--- src/rtl/multicycle_ctrl_if.sv ---
// Control bus between the multicycle controller and its datapath.
// The controller takes the master modport: it reads the instruction fields,
// comparator flags and memory handshake, and drives every control output.
interface multicycle_ctrl_if;
    // instruction fields, comparator result and memory handshake
    logic [6:0] op;
    logic [2:0] funct3;
    logic       funct7_5;
    logic [2:0] GES;
    logic       mem_ready;

    // control outputs
    logic       MemRead;
    logic       MemWrite;
    logic       IRWrite;
    logic       PCWrite;
    logic       RegWrite;
    logic       AdrSrc;
    logic [1:0] ALUSrcA;
    logic [1:0] ALUSrcB;
    logic [3:0] ALU_Control;
    logic [2:0] ImmSrc;
    logic [1:0] ResultSrc;
    logic [1:0] Ext_Data_Val;
    logic       Ext_Data_Src;
    logic [1:0] Ext_rs2_Src;
    logic [3:0] state;
    logic       illegal;

    modport master (
        input  op, funct3, funct7_5, GES, mem_ready,
        output MemRead, MemWrite, IRWrite, PCWrite, RegWrite, AdrSrc,
               ALUSrcA, ALUSrcB, ALU_Control, ImmSrc, ResultSrc,
               Ext_Data_Val, Ext_Data_Src, Ext_rs2_Src, state, illegal
    );

    modport slave (
        output op, funct3, funct7_5, GES, mem_ready,
        input  MemRead, MemWrite, IRWrite, PCWrite, RegWrite, AdrSrc,
               ALUSrcA, ALUSrcB, ALU_Control, ImmSrc, ResultSrc,
               Ext_Data_Val, Ext_Data_Src, Ext_rs2_Src, state, illegal
    );
endinterface

--- src/rtl/multicycle_ctrl.sv ---
// Multicycle RV32I main controller.
// Two-process FSM: a registered state and a combinational block that
// produces both the next state and every datapath control from the current
// state and instruction fields. Strobes are gated by rst so that an
// asserted reset kills any memory or register write in the same cycle.
// An unknown opcode parks the FSM in TRAP until reset.
module multicycle_ctrl (
    input  logic                clk,
    input  logic                rst,
    multicycle_ctrl_if.master   bus
);

    typedef enum logic [3:0] {
        S_FETCH  = 4'd0,
        S_DECODE = 4'd1,
        S_MEMADR = 4'd2,
        S_MEMRD  = 4'd3,
        S_MEMWB  = 4'd4,
        S_MEMWR  = 4'd5,
        S_EXEC_R = 4'd6,
        S_EXEC_I = 4'd7,
        S_ALUWB  = 4'd8,
        S_JAL    = 4'd9,
        S_BRANCH = 4'd10,
        S_LUI    = 4'd11,
        S_AUIPC  = 4'd12,
        S_JALR   = 4'd13,
        S_TRAP   = 4'd15
    } state_t;

    // opcodes
    localparam logic [6:0] OP_LOAD   = 7'b0000011;
    localparam logic [6:0] OP_STORE  = 7'b0100011;
    localparam logic [6:0] OP_R      = 7'b0110011;
    localparam logic [6:0] OP_I      = 7'b0010011;
    localparam logic [6:0] OP_JAL    = 7'b1101111;
    localparam logic [6:0] OP_JALR   = 7'b1100111;
    localparam logic [6:0] OP_BRANCH = 7'b1100011;
    localparam logic [6:0] OP_LUI    = 7'b0110111;
    localparam logic [6:0] OP_AUIPC  = 7'b0010111;

    // ALU operations
    localparam logic [3:0] ALU_ADD  = 4'b0000;
    localparam logic [3:0] ALU_SUB  = 4'b0001;
    localparam logic [3:0] ALU_SRL  = 4'b0010;
    localparam logic [3:0] ALU_SRA  = 4'b0011;
    localparam logic [3:0] ALU_SLL  = 4'b0100;
    localparam logic [3:0] ALU_XOR  = 4'b0101;
    localparam logic [3:0] ALU_OR   = 4'b0110;
    localparam logic [3:0] ALU_AND  = 4'b0111;
    localparam logic [3:0] ALU_SLTU = 4'b1000;
    localparam logic [3:0] ALU_SLT  = 4'b1001;

    // immediate formats
    localparam logic [2:0] IMM_I     = 3'b000;
    localparam logic [2:0] IMM_S     = 3'b001;
    localparam logic [2:0] IMM_B     = 3'b010;
    localparam logic [2:0] IMM_J     = 3'b011;
    localparam logic [2:0] IMM_U     = 3'b100;
    localparam logic [2:0] IMM_SHAMT = 3'b101;

    // operand and result selects
    localparam logic [1:0] SRCA_RS1   = 2'b00;
    localparam logic [1:0] SRCA_PC    = 2'b01;
    localparam logic [1:0] SRCA_OLDPC = 2'b10;
    localparam logic [1:0] SRCB_RS2   = 2'b00;
    localparam logic [1:0] SRCB_IMM   = 2'b01;
    localparam logic [1:0] SRCB_FOUR  = 2'b10;
    localparam logic [1:0] RES_ALU    = 2'b00;
    localparam logic [1:0] RES_MEM    = 2'b01;
    localparam logic [1:0] RES_PC4    = 2'b10;
    localparam logic [1:0] RES_IMM    = 2'b11;

    // ALU operation for R-type and I-type arithmetic; SUB exists only in R-type
    function automatic logic [3:0] alu_decode(input logic [2:0] f3,
                                              input logic       f7,
                                              input logic       is_r);
        logic [3:0] v;
        case (f3)
            3'b000:  v = (is_r && f7) ? ALU_SUB : ALU_ADD;
            3'b001:  v = ALU_SLL;
            3'b010:  v = ALU_SLT;
            3'b011:  v = ALU_SLTU;
            3'b100:  v = ALU_XOR;
            3'b101:  v = f7 ? ALU_SRA : ALU_SRL;
            3'b110:  v = ALU_OR;
            3'b111:  v = ALU_AND;
            default: v = ALU_ADD;
        endcase
        return v;
    endfunction

    // branch decision from the one-hot comparator flags {GE, EQ, LT}
    function automatic logic branch_taken(input logic [2:0] f3,
                                          input logic [2:0] ges);
        logic t;
        case (f3)
            3'b000:  t = ges[1];
            3'b001:  t = ~ges[1];
            3'b100:  t = ges[0];
            3'b110:  t = ges[0];
            3'b101:  t = ges[1] | ges[2];
            3'b111:  t = ges[1] | ges[2];
            default: t = 1'b0;
        endcase
        return t;
    endfunction

    // immediate format used by DECODE to precompute the jump/branch target
    function automatic logic [2:0] decode_imm(input logic [6:0] opc);
        logic [2:0] v;
        case (opc)
            OP_STORE:  v = IMM_S;
            OP_BRANCH: v = IMM_B;
            OP_JAL:    v = IMM_J;
            OP_LUI:    v = IMM_U;
            OP_AUIPC:  v = IMM_U;
            default:   v = IMM_I;
        endcase
        return v;
    endfunction

    // dispatch target of DECODE
    function automatic state_t dispatch(input logic [6:0] opc);
        state_t s;
        case (opc)
            OP_LOAD:   s = S_MEMADR;
            OP_STORE:  s = S_MEMADR;
            OP_R:      s = S_EXEC_R;
            OP_I:      s = S_EXEC_I;
            OP_JAL:    s = S_JAL;
            OP_JALR:   s = S_JALR;
            OP_BRANCH: s = S_BRANCH;
            OP_LUI:    s = S_LUI;
            OP_AUIPC:  s = S_AUIPC;
            default:   s = S_TRAP;
        endcase
        return s;
    endfunction

    state_t     r_state;
    state_t     w_next_state;
    logic       r_illegal;

    logic       w_mem_read;
    logic       w_mem_write;
    logic       w_ir_write;
    logic       w_pc_write;
    logic       w_reg_write;
    logic       w_adr_src;
    logic [1:0] w_alu_src_a;
    logic [1:0] w_alu_src_b;
    logic [3:0] w_alu_control;
    logic [2:0] w_imm_src;
    logic [1:0] w_result_src;
    logic [1:0] w_ext_data_val;
    logic       w_ext_data_src;
    logic [1:0] w_ext_rs2_src;

    // state register; reset returns to FETCH immediately
    always_ff @(posedge clk or posedge rst) begin
        if (rst) begin
            r_state <= S_FETCH;
        end else begin
            r_state <= w_next_state;
        end
    end

    // sticky illegal flag, set on entry to TRAP and cleared only by reset
    always_ff @(posedge clk or posedge rst) begin
        if (rst) begin
            r_illegal <= 1'b0;
        end else if (w_next_state == S_TRAP) begin
            r_illegal <= 1'b1;
        end else begin
            r_illegal <= r_illegal;
        end
    end

    // next-state and control decode for the current state
    always_comb begin
        w_next_state   = r_state;
        w_mem_read     = 1'b0;
        w_mem_write    = 1'b0;
        w_ir_write     = 1'b0;
        w_pc_write     = 1'b0;
        w_reg_write    = 1'b0;
        w_adr_src      = 1'b0;
        w_alu_src_a    = SRCA_RS1;
        w_alu_src_b    = SRCB_RS2;
        w_alu_control  = ALU_ADD;
        w_imm_src      = IMM_I;
        w_result_src   = RES_ALU;
        w_ext_data_val = 2'b00;
        w_ext_data_src = 1'b0;
        w_ext_rs2_src  = 2'b00;

        case (r_state)
            S_FETCH: begin
                // PC+4 is computed while the instruction is read
                w_mem_read  = 1'b1;
                w_adr_src   = 1'b0;
                w_alu_src_a = SRCA_PC;
                w_alu_src_b = SRCB_FOUR;
                if (bus.mem_ready) begin
                    w_ir_write   = 1'b1;
                    w_pc_write   = 1'b1;
                    w_next_state = S_DECODE;
                end else begin
                    w_next_state = S_FETCH;
                end
            end
            S_DECODE: begin
                w_alu_src_a  = SRCA_OLDPC;
                w_alu_src_b  = SRCB_IMM;
                w_imm_src    = decode_imm(bus.op);
                w_next_state = dispatch(bus.op);
            end
            S_MEMADR: begin
                w_alu_src_a = SRCA_RS1;
                w_alu_src_b = SRCB_IMM;
                if (bus.op == OP_LOAD) begin
                    w_imm_src    = IMM_I;
                    w_next_state = S_MEMRD;
                end else begin
                    w_imm_src    = IMM_S;
                    w_next_state = S_MEMWR;
                end
            end
            S_MEMRD: begin
                w_mem_read = 1'b1;
                w_adr_src  = 1'b1;
                if (bus.mem_ready) begin
                    w_next_state = S_MEMWB;
                end else begin
                    w_next_state = S_MEMRD;
                end
            end
            S_MEMWB: begin
                // {size, sign/zero extend} applied to the loaded word
                w_reg_write  = 1'b1;
                w_result_src = RES_MEM;
                case (bus.funct3)
                    3'b000:  {w_ext_data_val, w_ext_data_src} = {2'b11, 1'b1};
                    3'b001:  {w_ext_data_val, w_ext_data_src} = {2'b10, 1'b1};
                    3'b010:  {w_ext_data_val, w_ext_data_src} = {2'b00, 1'b0};
                    3'b100:  {w_ext_data_val, w_ext_data_src} = {2'b01, 1'b1};
                    3'b101:  {w_ext_data_val, w_ext_data_src} = {2'b00, 1'b1};
                    default: {w_ext_data_val, w_ext_data_src} = {2'b00, 1'b0};
                endcase
                w_next_state = S_FETCH;
            end
            S_MEMWR: begin
                w_mem_write = 1'b1;
                w_adr_src   = 1'b1;
                w_imm_src   = IMM_S;
                case (bus.funct3)
                    3'b000:  w_ext_rs2_src = 2'b10;
                    3'b001:  w_ext_rs2_src = 2'b01;
                    default: w_ext_rs2_src = 2'b00;
                endcase
                if (bus.mem_ready) begin
                    w_next_state = S_FETCH;
                end else begin
                    w_next_state = S_MEMWR;
                end
            end
            S_EXEC_R: begin
                w_alu_src_a   = SRCA_RS1;
                w_alu_src_b   = SRCB_RS2;
                w_alu_control = alu_decode(bus.funct3, bus.funct7_5, 1'b1);
                w_next_state  = S_ALUWB;
            end
            S_EXEC_I: begin
                w_alu_src_a   = SRCA_RS1;
                w_alu_src_b   = SRCB_IMM;
                w_alu_control = alu_decode(bus.funct3, bus.funct7_5, 1'b0);
                if ((bus.funct3 == 3'b001) || (bus.funct3 == 3'b101)) begin
                    w_imm_src = IMM_SHAMT;
                end else begin
                    w_imm_src = IMM_I;
                end
                w_next_state = S_ALUWB;
            end
            S_ALUWB: begin
                w_reg_write  = 1'b1;
                w_result_src = RES_ALU;
                w_next_state = S_FETCH;
            end
            S_JAL: begin
                // target old PC + J imm was latched in DECODE
                w_pc_write   = 1'b1;
                w_reg_write  = 1'b1;
                w_result_src = RES_PC4;
                w_alu_src_a  = SRCA_OLDPC;
                w_alu_src_b  = SRCB_IMM;
                w_imm_src    = IMM_J;
                w_next_state = S_FETCH;
            end
            S_JALR: begin
                // rs1 + I imm; the datapath clears bit 0 of the target
                w_pc_write   = 1'b1;
                w_reg_write  = 1'b1;
                w_result_src = RES_PC4;
                w_alu_src_a  = SRCA_RS1;
                w_alu_src_b  = SRCB_IMM;
                w_imm_src    = IMM_I;
                w_next_state = S_FETCH;
            end
            S_BRANCH: begin
                w_alu_src_a = SRCA_RS1;
                w_alu_src_b = SRCB_RS2;
                w_imm_src   = IMM_B;
                if (bus.funct3[2:1] == 2'b11) begin
                    w_alu_control = ALU_SLTU;
                end else begin
                    w_alu_control = ALU_SLT;
                end
                w_pc_write   = branch_taken(bus.funct3, bus.GES);
                w_next_state = S_FETCH;
            end
            S_LUI: begin
                w_reg_write  = 1'b1;
                w_result_src = RES_IMM;
                w_imm_src    = IMM_U;
                w_next_state = S_FETCH;
            end
            S_AUIPC: begin
                w_alu_src_a  = SRCA_OLDPC;
                w_alu_src_b  = SRCB_IMM;
                w_imm_src    = IMM_U;
                w_next_state = S_ALUWB;
            end
            S_TRAP: begin
                w_next_state = S_TRAP;
            end
            default: begin
                // unreachable encoding: treat as a fault and park
                w_next_state = S_TRAP;
            end
        endcase
    end

    // strobes are killed combinationally while reset is asserted
    assign bus.MemRead      = w_mem_read  & ~rst;
    assign bus.MemWrite     = w_mem_write & ~rst;
    assign bus.IRWrite      = w_ir_write  & ~rst;
    assign bus.PCWrite      = w_pc_write  & ~rst;
    assign bus.RegWrite     = w_reg_write & ~rst;
    assign bus.AdrSrc       = w_adr_src;
    assign bus.ALUSrcA      = w_alu_src_a;
    assign bus.ALUSrcB      = w_alu_src_b;
    assign bus.ALU_Control  = w_alu_control;
    assign bus.ImmSrc       = w_imm_src;
    assign bus.ResultSrc    = w_result_src;
    assign bus.Ext_Data_Val = w_ext_data_val;
    assign bus.Ext_Data_Src = w_ext_data_src;
    assign bus.Ext_rs2_Src  = w_ext_rs2_src;
    assign bus.state        = r_state;
    assign bus.illegal      = r_illegal & ~rst;

endmodule

--- src/flat_wrapper.sv ---
// flat-port wrapper written by rule: the top's interface ports become plain ports
module multicycle_ctrl_flat 
  (clk, rst, bus_op, bus_funct3, bus_funct7_5, bus_GES, bus_mem_ready, bus_MemRead, bus_MemWrite, bus_IRWrite, bus_PCWrite, bus_RegWrite, bus_AdrSrc, bus_ALUSrcA, bus_ALUSrcB, bus_ALU_Control, bus_ImmSrc, bus_ResultSrc, bus_Ext_Data_Val, bus_Ext_Data_Src, bus_Ext_rs2_Src, bus_state, bus_illegal);
  multicycle_ctrl_if bus_i ();
  input  logic clk;
  input  logic rst;
  input wire logic [$bits(bus_i.op)-1:0] bus_op;
  input wire logic [$bits(bus_i.funct3)-1:0] bus_funct3;
  input wire logic [$bits(bus_i.funct7_5)-1:0] bus_funct7_5;
  input wire logic [$bits(bus_i.GES)-1:0] bus_GES;
  input wire logic [$bits(bus_i.mem_ready)-1:0] bus_mem_ready;
  output wire logic [$bits(bus_i.MemRead)-1:0] bus_MemRead;
  output wire logic [$bits(bus_i.MemWrite)-1:0] bus_MemWrite;
  output wire logic [$bits(bus_i.IRWrite)-1:0] bus_IRWrite;
  output wire logic [$bits(bus_i.PCWrite)-1:0] bus_PCWrite;
  output wire logic [$bits(bus_i.RegWrite)-1:0] bus_RegWrite;
  output wire logic [$bits(bus_i.AdrSrc)-1:0] bus_AdrSrc;
  output wire logic [$bits(bus_i.ALUSrcA)-1:0] bus_ALUSrcA;
  output wire logic [$bits(bus_i.ALUSrcB)-1:0] bus_ALUSrcB;
  output wire logic [$bits(bus_i.ALU_Control)-1:0] bus_ALU_Control;
  output wire logic [$bits(bus_i.ImmSrc)-1:0] bus_ImmSrc;
  output wire logic [$bits(bus_i.ResultSrc)-1:0] bus_ResultSrc;
  output wire logic [$bits(bus_i.Ext_Data_Val)-1:0] bus_Ext_Data_Val;
  output wire logic [$bits(bus_i.Ext_Data_Src)-1:0] bus_Ext_Data_Src;
  output wire logic [$bits(bus_i.Ext_rs2_Src)-1:0] bus_Ext_rs2_Src;
  output wire logic [$bits(bus_i.state)-1:0] bus_state;
  output wire logic [$bits(bus_i.illegal)-1:0] bus_illegal;
  assign bus_i.op = bus_op;
  assign bus_i.funct3 = bus_funct3;
  assign bus_i.funct7_5 = bus_funct7_5;
  assign bus_i.GES = bus_GES;
  assign bus_i.mem_ready = bus_mem_ready;
  assign bus_MemRead = bus_i.MemRead;
  assign bus_MemWrite = bus_i.MemWrite;
  assign bus_IRWrite = bus_i.IRWrite;
  assign bus_PCWrite = bus_i.PCWrite;
  assign bus_RegWrite = bus_i.RegWrite;
  assign bus_AdrSrc = bus_i.AdrSrc;
  assign bus_ALUSrcA = bus_i.ALUSrcA;
  assign bus_ALUSrcB = bus_i.ALUSrcB;
  assign bus_ALU_Control = bus_i.ALU_Control;
  assign bus_ImmSrc = bus_i.ImmSrc;
  assign bus_ResultSrc = bus_i.ResultSrc;
  assign bus_Ext_Data_Val = bus_i.Ext_Data_Val;
  assign bus_Ext_Data_Src = bus_i.Ext_Data_Src;
  assign bus_Ext_rs2_Src = bus_i.Ext_rs2_Src;
  assign bus_state = bus_i.state;
  assign bus_illegal = bus_i.illegal;
  multicycle_ctrl u_core (.clk(clk), .rst(rst), .bus(bus_i));
endmodule
--- config.mk ---
export PLATFORM = sky130hd
export DESIGN_NAME = multicycle_ctrl_flat
export DESIGN_NICKNAME = d
export VERILOG_FILES = /design/src/rtl/multicycle_ctrl_if.sv /design/src/rtl/multicycle_ctrl.sv /design/src/flat_wrapper.sv
export SDC_FILE = /design/constraint.sdc
export NUM_CORES = 1
export LEC_CHECK = 0
export BUFFER_PORTS_ARGS = -buffer_cell sky130_fd_sc_hd__buf_2
export CAP_MARGIN = 10
export CORE_MARGIN = 2
export CORE_UTILIZATION = 46
export CTS_CLUSTER_SIZE = 24
export DETAILED_ROUTE_END_ITERATION = 16
export PLACE_DENSITY_LB_ADDON = 0.05
export SLEW_MARGIN = 0
export SYNTH_ARGS = -nofsm -noshare
export SYNTH_HDL_FRONTEND = slang
export SYNTH_SLANG_ARGS = --single-unit
--- constraint.sdc ---
create_clock -name clk -period 2.2 [get_ports clk]
set_input_delay 0.22 -clock clk [delete_from_list [all_inputs] [get_ports clk]]
set_output_delay 0.22 -clock clk [all_outputs]
set_load 0.005 [all_outputs]
==> Yosys cells after proc, flatten, opt, wreduce, memory -nomap -nowiden <==
Cells that the tools add are included.
{ "word_totals": {"regBits": 5, "latchBits": 0, "ramBits": 0, "romBits": 0, "out_inout_bits": 29, "word_cells": 92, "n_memories": 0} }
{ "classes": {"add_sub_neg": 0, "mul": 0, "div_mod_pow": 0, "order_cmp": 0, "eq_ne": 31, "shift": 0, "muxes": 33, "n_bitwise": 9, "n_reduce_logical": 17} }
{ "ops": {"columns": ["operator", "count"], "rows": [
  ["one-hot mux 4 bit (8 select lines)", 3],
  ["== test 4 bit (second input constant)", 7],
  ["one-hot mux 4 bit (7 select lines)", 1],
  ["== test 7 x 6 -> 1 bit (second input constant)", 3],
  ["== test 7 bit (second input constant)", 3],
  ["one-hot mux 3 bit (7 select lines)", 1],
  ["== test 4 x 3 -> 1 bit (second input constant)", 4],
  ["OR reduction 2 bit", 8],
  ["== test 7 x 5 -> 1 bit (second input constant)", 2],
  ["2-to-1 mux 1 bit", 13],
  ["== test 3 bit (second input constant)", 4],
  ["2-to-1 mux 3 bit", 4],
  ["one-hot mux 2 bit (2 select lines)", 3],
  ["one-hot mux 2 bit (3 select lines)", 2],
  ["one-hot mux 3 bit (4 select lines)", 1],
  ["one-hot mux 4 bit (3 select lines)", 1],
  ["OR reduction 6 bit", 2],
  ["== test 4 x 2 -> 1 bit (second input constant)", 2],
  ["== test 7 x 2 -> 1 bit (second input constant)", 1],
  ["AND 1 bit", 6],
  ["== test 3 x 2 -> 1 bit (second input constant)", 2],
  ["OR reduction 3 bit", 2],
  ["OR reduction 5 bit", 1],
  ["== test 4 x 1 -> 1 bit (second input constant)", 1],
  ["other kinds (11)", 13]
]} }

==> Logic depth before layout (Yosys ltp) <==
{ "logic_depth": {"word_depth": 5, "ltp_mapped": 6} }

==> Worst setup path before layout <==
No wires, ideal clock.
{ "synth_path": {"path_type": "input-to-reg", "start": "in bus_op[3]", "end": "reg u_core.r_illegal", "setup_time_ns": 0.120, "t_arrival_ns": 1.597, "required_ns": 2.080, "path_slack_ns": 0.483, "path_stages": 6, "path_cell_list": "clkbuf_8 > or3_4 > nor2_4 > a21oi_2 > or4_4 > a31o_1"} }
{ "synth_between": {"elab_chain_cells": 5, "elab_cells_between_ends": 14, "cone_classes": "eq/ne: 10; mux: 3; reduce/logical: 1"} }
{ "synth_lines": {"columns": ["item", "line", "rtl"], "rows": [
  ["start, declared", "flat_wrapper.sv:7", "input wire logic [$bits(bus_i.op)-1:0] bus_op;"],
  ["== test 7 x 6 -> 1 bit or == test 7 x 2 -> 1 bit (tied branches)", "multicycle_ctrl.sv:126, multicycle_ctrl.sv:222", null],
  ["OR reduction 2 bit (no line)", null, null],
  ["one-hot mux 4 bit (8 select lines)", "multicycle_ctrl.sv:126", "case (opc)"],
  ["one-hot mux 4 bit (7 select lines) *", "multicycle_ctrl.sv:198", "case (r_state)"],
  ["via u_core.w_next_state[2]", "multicycle_ctrl.sv:142", "state_t w_next_state;"],
  ["== test 4 bit *", "multicycle_ctrl.sv:173", "end else if (w_next_state == S_TRAP) begin"],
  ["end signal, assigned", "multicycle_ctrl.sv:176", "r_illegal <= r_illegal;"],
  ["end, declared", "multicycle_ctrl.sv:143", "logic r_illegal;"]
]} }
Mark *: on every way through the listed nets, which the timed path passes. The rest lies on a longest branch.
A chain may end at the register's enable or synchronous reset.

==> Worst setup path after layout <==
{ "layout_path": {"start": "reg u_core.r_state[3] (netlist: u_core.bus.state[3])", "end": "out bus_ImmSrc[0]"} }
{ "layout_between": {"elab_chain_cells": 3, "elab_cells_between_ends": 10, "cone_classes": "eq/ne: 8; mux: 1; reduce/logical: 1"} }
{ "layout_lines": {"columns": ["item", "line", "rtl"], "rows": [
  ["start, declared", "multicycle_ctrl.sv:141", "state_t r_state;"],
  ["start signal, assigned", "multicycle_ctrl.sv:165", "r_state <= w_next_state;"],
  ["== test 4 bit", "multicycle_ctrl.sv:198", null],
  ["OR reduction 2 bit (no line)", null, null],
  ["one-hot mux 3 bit (7 select lines) *", "multicycle_ctrl.sv:198", null],
  ["end, declared", "flat_wrapper.sv:21", "output wire logic [$bits(bus_i.ImmSrc)-1:0] bus_ImmSrc;"]
]} }
Every way passes the cells marked *; elsewhere a longest branch is shown, timed or not.

==> metrics.csv <==
metric,value,unit
syn-num-nets,158,
synthFlopType,dfrtp_1,
routedWlPerCell,13.9,um
yosysUniqueCellTypes,51,
yosysWarnings,0,
vdd_drop_max,0.000799,V
syn_to_final_growth,31.6,%
clock_latency,0.24,ns
outcome,finished clean,
cts_max_level,1,
slew_headroom,73.2,%
die_h,49.0,um
critPathKind,reg2out,
grt_overflow,0,
hold_class,in2reg,
cts-root-buf,clkbuf_4,
ys_seq_area_share,13.5,%
syn_inst,141,
critPathMaxFanout,12,
fin_skew,0.00420,ns
portBuffers,45,
grtUsageMet2,42.7,%
post-route-drc-count,0,
fin_util,63.0,%
vias_per_cell,5.75,
setup_violations,0,
coreArea,1940,sq um
tightest_slew,0.398,ns
wl,2970,um
synth_edf_count,0,
max_freq,0.492,GHz
routed-via-count,1230,
diodes,0,
start_kind,register,
arrival,1.81,ns
gp_congestion,0.896,
cp-end-kind,output pin,
numCtsBuffers,3,
use_met1,34.0,%
die_area,2400,sq um
nets,205,
cts_buffer_depth,2,
start_util,47.9,%
grt_use_met3,2.76,%
grt.busiest_layer,met2,
leakage,0.588,nW
period_share,92.4,%
cts_tree,yes,
postSynth.asyncResetShare,100,%
drt_iter0_markers,40,
tns,0,ns
grtUsageTotal,24.9,%
syn_avg_cell_area,6.59,sq um
synth_area,930,sq um
firstDrtPassIters,4,
drt.antenna.violating_nets,0,
place_hpwl,2220,um
slew_viol_final,0,
maxCapViolCount,0,
layout-drive-gt1-share,33.2,%
finalPower,1.21,mW
die_x,49.0,um
grt_max_degree,21,
grt_pass1_vias,1128,
num_rows,16,
clkSlewWorstSetupHoldPaths,0.05,ns
rsz0062_at_grt,false,
p_per_area,993,nW/um^2
grt_pass1_wl,4970,um
hold_viol,0,
critPathRequiredTime,1.98,ns
cts.sinks,5,
ios,46,
ys_ff_latch,5,
final.fill_count,190,
grt_antenna_before_repair,0,
post-route-min-period,2.03,ns
metrics by stage:
step | hold slack [ns] | cells | area [sq um] | setup slack [ns]
CTS | 0.383 | 211 | 1190 | 0.00217
floorplan | 0.00383 | 141 | 930 | 0.483
detailed placement | 0.203 | 206 | 1160 | 0.260
finish | 0.390 | 214 | 1220 | 0.167
global placement | 0.201 | 206 | 1160 | 0.357
global route | 0.428 | 214 | 1220 | 0.0285
power breakdown:
part / internal, mW / total, mW / switching, mW
clock network: 0.0685 / 0.105 / 0.0368
registers: 0.123 / 0.198 / 0.0754
logic: 0.425 / 0.911 / 0.486
cells in the final DEF, fill, tap and decap left out, types with 2 or more instances in the layout:
| master | Yosys | layout |
|---|---|---|
| nor2_4 | 1 | 2 |
| nor3_1 | 12 | 12 |
| nor2b_1 | 9 | 9 |
| nand2b_1 | 5 | 5 |
| a31oi_1 | 2 | 2 |
| nand3_1 | 3 | 3 |
| nor2_1 | 12 | 12 |
| nor3b_1 | 2 | 2 |
| dfrtp_1 | 5 | 5 |
| o21ai_0 | 8 | 8 |
| buf_2 | 1 | 45 |
| a32o_1 | 2 | 2 |
| a21oi_1 | 10 | 10 |
| nor4_1 | 4 | 4 |
| inv_1 | 6 | 6 |
| buf_4 | 0 | 7 |
| o22ai_1 | 2 | 2 |
| xnor2_1 | 2 | 2 |
| a22oi_1 | 2 | 2 |
| nand2_1 | 15 | 15 |
| clkbuf_4 | 0 | 3 |
cell usage after synthesis (2+ instances only):
| cell | count | share of area, % |
|---|---|---|
| nand2b_1 | 5 | 3.4 |
| inv_1 | 6 | 2.4 |
| a31oi_1 | 2 | 1.3 |
| a21oi_1 | 10 | 5.4 |
| nor2b_1 | 9 | 6.1 |
| o21ai_0 | 8 | 4.3 |
| o22ai_1 | 2 | 1.3 |
| xnor2_1 | 2 | 1.9 |
| dfrtp_1 | 5 | 13 |
| nand2_1 | 15 | 6.1 |
| nor3b_1 | 2 | 1.6 |
| clkbuf_1 | 7 | 2.8 |
| nor3_1 | 12 | 6.5 |
| nor2_1 | 12 | 4.8 |
| a22oi_1 | 2 | 1.6 |
| a32o_1 | 2 | 2.2 |
| nand3_1 | 3 | 1.6 |
| nor4_1 | 4 | 2.7 |
layer usage:
metal / share of wire, % / vias to the layer above
met5: 0 / -
met4: 0.98 / 0
met2: 49 / 53
met1: 45 / 557
li1: - / 614
met3: 5.3 / 6
final timing paths:
path	from	depth (start not counted)	slack, ns	end
worst max-delay path	u_core.bus.state[3]	5	0.17	bus_ImmSrc[0]
worst min-delay path	bus_mem_ready	3	0.39	u_core.bus.state[0]
worst max register to register	u_core.bus.state[3]	6	0.26	u_core.r_illegal
worst min register to register	u_core.r_illegal	1	0.46	u_core.r_illegal
max in group asynchronous	rst	3	1.52	u_core.bus.state[2]
min in group asynchronous	rst	3	0.50	u_core.bus.state[1]
worst max-delay path, stage by stage, from the launching register on:
cell,delay [ns]
dfrtp_1,0.51
nor2_4,0.23
nand2_1,0.17
a2111oi_1,0.41
a211o_2,0.16
buf_2,0.10
layout make-up:
class,count,area [sq um],area share (%)
Timing Repair Buffer,53,288,23.5
Tap cell,27,33.8,2.76
Multi-Input combinational cell,119,728,59.5
Clock buffer,4,26.3,2.15
Sequential cell,5,125,10.2
Inverter,6,22.5,1.84
logic make-up (layout without fill, tap and decap cells):
kind of cell / count (synthesis) / count (layout) / share of synthesized area [%]
simple gates: 72 / 72 / 41.5
compound gates: 42 / 42 / 31.2
buf+inv: 17 / 63 / 8.88
flops: 5 / 5 / 13.5
xor+xnor: 3 / 3 / 2.83
fa+ha+maj: 1 / 1 / 1.08
mux: 1 / 1 / 1.08
state kept, by name, indices dropped and copies added (netlist names):
name / flops
u_core.r_illegal: 1
u_core.bus.state: 4
repair_timing:
item,4_1_cts,5_1_grt
hold buffers,1,0
setup endpoints to repair,0,1
endpoints found under the hold margin,5,0
setup buffers,0,3
gates resized for setup,0,2
No activity file was read; power rests on OpenSTA's default activity.
